### src/rtl/clint_timer_pkg.sv
// Shared constants for the memory-mapped machine timer: register offsets,
// the word access encoding and the CTRL bit position.
package timer_pkg;

   localparam logic [4:0] OFF_MTIME_LO    = 5'h00;
   localparam logic [4:0] OFF_MTIME_HI    = 5'h04;
   localparam logic [4:0] OFF_MTIMECMP_LO = 5'h08;
   localparam logic [4:0] OFF_MTIMECMP_HI = 5'h0C;
   localparam logic [4:0] OFF_CTRL        = 5'h10;

   // Same funct3 size encoding the data memory uses for a 32-bit access
   localparam logic [2:0] MEM_W = 3'b010;

   localparam int CTRL_EN_BIT = 0;

endpackage

### src/rtl/clint_timer_if.sv
// Data-memory side bus shared between the data memory and the timer window.
interface clint_timer_if;

   logic [31:0] addr;
   logic [31:0] wdata;
   logic        rd_en;
   logic        wr_en;
   logic [2:0]  mem_type;
   logic [31:0] rdata;
   logic        hit;

   modport master (
      output addr, wdata, rd_en, wr_en, mem_type,
      input  rdata, hit
   );

   modport slave (
      input  addr, wdata, rd_en, wr_en, mem_type,
      output rdata, hit
   );

endinterface

### src/rtl/clint_timer_prescaler.sv
// Divides the clock into a one-cycle tick every PRESCALE enabled cycles;
// the count freezes while disabled so a paused timer resumes mid-period.
module timer_prescaler #(
   parameter int PRESCALE = 1
) (
   input  logic clk,
   input  logic rst,
   input  logic en,
   output logic tick
);

   localparam logic [15:0] LAST = 16'(PRESCALE - 1);

   logic [15:0] count;

   assign tick = en && (count == LAST);

   always_ff @(posedge clk) begin
      if (rst) begin
         count <= 16'd0;
      end else if (en) begin
         count <= tick ? 16'd0 : count + 16'd1;
      end
   end

endmodule

### src/rtl/clint_timer.sv
// Machine timer window (mtime/mtimecmp/CTRL) on the data-memory bus; raises a
// registered level interrupt whenever mtime has reached mtimecmp.
module clint_timer
   import timer_pkg::*;
#(
   parameter logic [31:0] BASE_ADDR  = 32'h0000_0400,
   parameter int          PRESCALE   = 1,
   parameter logic        ENABLE_RST = 1'b1
) (
   input  logic           clk,
   input  logic           rst,
   clint_timer_if.slave   bus,
   output logic           timer_interupt
);

   logic [63:0] mtime;
   logic [63:0] mtime_next;
   logic [63:0] mtimecmp;
   logic [63:0] mtimecmp_next;
   logic        enable;
   logic        enable_next;
   logic        tick;
   logic        valid;
   logic        wr_valid;
   logic [4:0]  offset;

   assign offset   = bus.addr[4:0];
   assign bus.hit  = (bus.addr[31:5] == BASE_ADDR[31:5]);
   assign valid    = bus.hit && (bus.mem_type == MEM_W) && (bus.addr[1:0] == 2'b00);
   assign wr_valid = bus.wr_en && valid;

   timer_prescaler #(
      .PRESCALE (PRESCALE)
   ) u_prescaler (
      .clk  (clk),
      .rst  (rst),
      .en   (enable),
      .tick (tick)
   );

   // A write to either mtime half replaces that cycle's increment entirely
   always_comb begin
      mtime_next    = mtime + {63'd0, tick};
      mtimecmp_next = mtimecmp;
      enable_next   = enable;
      if (wr_valid) begin
         case (offset)
            OFF_MTIME_LO:    mtime_next         = {mtime[63:32], bus.wdata};
            OFF_MTIME_HI:    mtime_next         = {bus.wdata, mtime[31:0]};
            OFF_MTIMECMP_LO: mtimecmp_next      = {mtimecmp[63:32], bus.wdata};
            OFF_MTIMECMP_HI: mtimecmp_next      = {bus.wdata, mtimecmp[31:0]};
            OFF_CTRL:        enable_next        = bus.wdata[CTRL_EN_BIT];
            default:         mtime_next         = mtime + {63'd0, tick};
         endcase
      end
   end

   always_comb begin
      bus.rdata = 32'h0;
      if (bus.rd_en && valid) begin
         case (offset)
            OFF_MTIME_LO:    bus.rdata = mtime[31:0];
            OFF_MTIME_HI:    bus.rdata = mtime[63:32];
            OFF_MTIMECMP_LO: bus.rdata = mtimecmp[31:0];
            OFF_MTIMECMP_HI: bus.rdata = mtimecmp[63:32];
            OFF_CTRL:        bus.rdata = {31'd0, enable};
            default:         bus.rdata = 32'h0;
         endcase
      end
   end

   // Compare on post-edge values so a deadline write updates the IRQ that edge
   always_ff @(posedge clk) begin
      if (rst) begin
         mtime          <= 64'h0;
         mtimecmp       <= 64'hFFFF_FFFF_FFFF_FFFF;
         enable         <= ENABLE_RST;
         timer_interupt <= 1'b0;
      end else begin
         mtime          <= mtime_next;
         mtimecmp       <= mtimecmp_next;
         enable         <= enable_next;
         timer_interupt <= (mtime_next >= mtimecmp_next);
      end
   end

endmodule

### src/flat_wrapper.sv
// flat-port wrapper written by rule: the top's interface ports become plain ports
module clint_timer_flat import timer_pkg::*;
#(
   parameter logic [31:0] BASE_ADDR  = 32'h0000_0400,
   parameter int          PRESCALE   = 1,
   parameter logic        ENABLE_RST = 1'b1
)
  (clk, rst, timer_interupt, bus_addr, bus_wdata, bus_rd_en, bus_wr_en, bus_mem_type, bus_rdata, bus_hit);
  clint_timer_if bus_i ();
  input  logic clk;
  input  logic rst;
  output logic timer_interupt;
  input wire logic [$bits(bus_i.addr)-1:0] bus_addr;
  input wire logic [$bits(bus_i.wdata)-1:0] bus_wdata;
  input wire logic [$bits(bus_i.rd_en)-1:0] bus_rd_en;
  input wire logic [$bits(bus_i.wr_en)-1:0] bus_wr_en;
  input wire logic [$bits(bus_i.mem_type)-1:0] bus_mem_type;
  output wire logic [$bits(bus_i.rdata)-1:0] bus_rdata;
  output wire logic [$bits(bus_i.hit)-1:0] bus_hit;
  assign bus_i.addr = bus_addr;
  assign bus_i.wdata = bus_wdata;
  assign bus_i.rd_en = bus_rd_en;
  assign bus_i.wr_en = bus_wr_en;
  assign bus_i.mem_type = bus_mem_type;
  assign bus_rdata = bus_i.rdata;
  assign bus_hit = bus_i.hit;
  clint_timer #(.BASE_ADDR(BASE_ADDR), .PRESCALE(PRESCALE), .ENABLE_RST(ENABLE_RST)) u_core (.clk(clk), .rst(rst), .bus(bus_i), .timer_interupt(timer_interupt));
endmodule
### config.mk
export PLATFORM = sky130hd
export DESIGN_NAME = clint_timer_flat
export DESIGN_NICKNAME = d
export VERILOG_FILES = /design/src/rtl/clint_timer_pkg.sv /design/src/rtl/clint_timer_if.sv /design/src/rtl/clint_timer_prescaler.sv /design/src/rtl/clint_timer.sv /design/src/flat_wrapper.sv
export SDC_FILE = /design/constraint.sdc
export NUM_CORES = 1
export LEC_CHECK = 0
export CAP_MARGIN = 10
export CORE_MARGIN = 2
export CORE_UTILIZATION = 26
export CTS_CLUSTER_SIZE = 30
export DETAILED_ROUTE_END_ITERATION = 6
export HOLD_SLACK_MARGIN = 0.06
export RECOVER_POWER = 25
export SYNTH_ARGS = -nofsm -noshare
export SYNTH_HDL_FRONTEND = slang
export SYNTH_SLANG_ARGS = --single-unit
### constraint.sdc
create_clock -name clk -period 8.7 [get_ports clk]
set_clock_uncertainty 0.2 [all_clocks]
set_input_delay 1.74 -clock clk [delete_from_list [all_inputs] [get_ports clk]]
set_output_delay 1.74 -clock clk [all_outputs]
set_load 0.005 [all_outputs]
==> metrics.md <==
| Metric | Value |
|---|---|
| Setup bufs post-CTS | `0` |
| CP Launch Type | `primary input` |
| Worst hold path class | `register to register` |
| Cell taking the most area after synthesis | `dfxtp_1` |
| Peak VDD IR | `0.136 mV` |
| Crit Path Class | `primary input to register` |
| #FFs+latches synth | `146` |
| Initial antenna violation count | `0` |
| Via Count | `10053` |
| Initial Util | `0.265` |
| GPL Wtd Cong | `0.855` |
| F_max | `0.134 GHz` |
| RSZ-0062 raised after global routing | `no` |
| CP arrival | `7610 ps` |
| Post-detailed-route count of antenna-violating nets | `0` |
| Final Hold Viols | `0` |
| Synth Cell Area | `9720 um2` |
| Hold_ws | `309 ps` |
| Layout cells sized above 1 | `0.0612` |
| Detailed-routing iteration count for the pre-antenna-repair pass | `7` |
| Min Tclk post-route | `7470 ps` |
| Setup TNS | `0 ps` |
| First-pass GRT wire length | `56600 um` |
| Met2 Usage GRT | `0.292` |
| Post-synth top area share | `0.301` |
| Mapped Nets | `1335` |
| N_diodes | `0` |
| Mean Syn Cell Area | `8.13 um2` |
| Dpl ws | `1740 ps` |
| Commonest non-fill, non-tap cells in the layout | `nand2_1, dfxtp_1, clkdlybuf4s50_1, a22oi_1, a21oi_1` |
| GRT Total Usage | `0.189` |
| Count of filler cells inserted in the layout | `3788` |
| WL/cell | `21.2 um` |
| Vias in the first global route | `9657` |
| Slew HR | `-0.951` |
| Area Growth Syn to Fin | `20.7%` |
| Commonest non-fill, non-tap cell in the layout | `nand2_1` |
| Worst Tran Pin Value | `2930 ps` |
| CP Cell Sequence | `buf_2, clkbuf_1, inv_1, clkbuf_1, nand2_1, a21oi_1` |
| DRT Wirelength | `36900 um` |
| Core area | `36700 um2` |
| Hold depth | `2` |
| Outcome | `finished, violations left` |
| Residual DRC | `6` |
| Largest net degree at the start of global routing | `72` |
| Top FF cell, synth | `dfxtp_1` |
| CP Data Required Time | `8840 ps` |
| Most Used Layer, Global Route | `met2` |
| Crit path capture type | `register` |
| PwrDens | `130 nW/um2` |
| Failing checks | `design-rule violations, max-capacitance violations, max-slew violations` |
| Hold_buf cts | `0` |
| Final setup margin | `1230 ps` |
| Site row count | `70` |
| Tcrit/Tclk final | `0.859` |
| CTS Buf Count | `17` |
| Detailed Place HPWL | `26000 um` |
| CTS HTree Levels | `4` |
| Post_cts resized | `0` |
| Worst-Skew Late Latency | `440 ps` |
| Cell count after synthesis | `1196` |
| Reg-to-Reg End | `u_core.timer_interupt` |
| GR Layer Usage met3 | `0.0302` |
| Final setup violation count | `0` |
| Crit-path most repeated cell | `clkbuf_1` |
| Netlist cell types | `66` |
| Final Max Slew Viols | `138` |
| Worst setup path endpoint | `u_core.u_prescaler.count[10]` |
| Root buffer cell | `clkbuf_16` |
| Number of flops mapped to enable cells by yosys | `0` |
| Crit-path max FO | `54` |
| Chip width | `197 um` |
| Max cap viols | `3` |
| Reg2reg path depth | `20` |
| R2r setup slk | `2890 ps` |
| Sequential share of the synthesized area | `0.301` |
| Met1 capacity usage during global routing | `0.258` |
| Die ar. | `39000 um2` |
| Clock slew at reported path FFs | `70 ps` |
| Reg2reg start | `u_core.u_prescaler.count[0]` |
| Vias per cell | `5.77` |
| Synthesis Warnings | `0` |
| Total grt overflow | `0` |
| Pleak | `0.00417 uW` |
| CTS tree | `yes` |
| Buffers added on ports | `104` |
| Top-level I/O count | `105` |
| Synth top area cells | `dfxtp_1, ha_1, a22oi_1` |
| Clock sink count | `146` |
| Clock Tree Buf Depth | `2` |
| Crit-path slowest cell | `clkbuf_1` |
| Critical Path Start | `rst` |
| Post-synth ARST share | `0` |
| Starting DRC count in detailed routing | `1056` |
| Slowest cell delay on critical path | `2120 ps` |
| Final nets | `1401` |
| Chip Height | `197 um` |
==> state kept, by name, summed over array words and instances (netlist names) <==
signal	cells
u_core.enable	1
u_core.mtime	64
u_core.mtimecmp	64
u_core.timer_interupt	1
u_core.u_prescaler.count	16
==> cell usage after synthesis, drive strengths merged (3+ instances only) <==
cell	count
a21o	12
a21oi	87
a221o	3
a221oi	3
a22oi	88
a31oi	30
and2	15
and3	18
and4	10
buf	33
clkbuf	41
dfxtp	146
ha	68
inv	16
mux2	4
mux2i	66
nand2	152
nand2b	4
nand3	66
nand3b	4
nand4	47
nand4b	6
nor2	61
nor3	33
nor3b	4
nor4	26
nor4b	5
o211ai	5
o21a	3
o21ai	42
o22ai	35
or3	8
or4	4
xnor2	15
xor2	17
==> kinds of logic after synthesis <==
family          Yosys count  share of synthesized area
simple gates            466                      0.256
flops                   146                      0.301
xor+xnor                 32                     0.0288
mux                      70                     0.0726
compound gates          324                      0.212
buf+inv                  90                     0.0418
fa+ha+maj                68                     0.0875
==> worst min path at each step <==
stage                   startpoint                  end  slack [ps]
6_report       u_core.mtimecmp[11]  u_core.mtimecmp[11]         310
5_1_grt        u_core.mtimecmp[11]  u_core.mtimecmp[11]         330
4_1_cts        u_core.mtimecmp[11]  u_core.mtimecmp[11]         310
3_5_place_dp   u_core.mtimecmp[11]  u_core.mtimecmp[11]         290
3_3_place_gp   u_core.mtimecmp[33]  u_core.mtimecmp[33]         280
2_1_floorplan  u_core.mtimecmp[10]  u_core.mtimecmp[10]         270
==> worst max-delay path, delay by kind of cell <==
| kind | cells | cell delay, ps |
|---|---|---|
| buffers and inverters | 4 | 4410 |
| and+or+nand+nor | 1 | 1030 |
| AOI/OAI and AO/OA | 1 | 350 |
==> area by class of cell <==
class / count / area [um2] / area share
multi-input cells: 960 / 6420 / 0.547
clock inverters: 15 / 173 / 0.0147
inverters: 16 / 60.1 / 0.00512
flip-flops and latches: 146 / 2920 / 0.249
clock buffers: 17 / 425 / 0.0362
well taps: 468 / 586 / 0.0499
repair buffers: 121 / 1150 / 0.0982
==> power by group <==
part	internal, uW	switching, uW
combinational	37.2	46.0
clock	431	337
sequential	669	2.14
==> routing by layer <==
| layer | vias up | wire [um] |
|---|---|---|
| met5 | - | 0 |
| met4 | 0 | 1350 |
| met3 | 79 | 2840 |
| met2 | 478 | 16300 |
| met1 | 4817 | 16400 |
| li1 | 4679 | - |
==> metrics by stage <==
| step | instance area, um2 | total power [uW] | utilization | instances |
|---|---|---|---|---|
| finish | 11700 | 1520 | 0.320 | 1743 |
| detailed placement | 11200 | 768 | 0.304 | 1711 |
| CTS | 11700 | 1530 | 0.320 | 1743 |
| floorplan | 9720 | 711 | - | 1196 |
| global placement | 11200 | 768 | 0.304 | 1711 |
| global route | 11700 | 1560 | 0.320 | 1743 |
No activity file was read; power rests on OpenSTA's default activity.
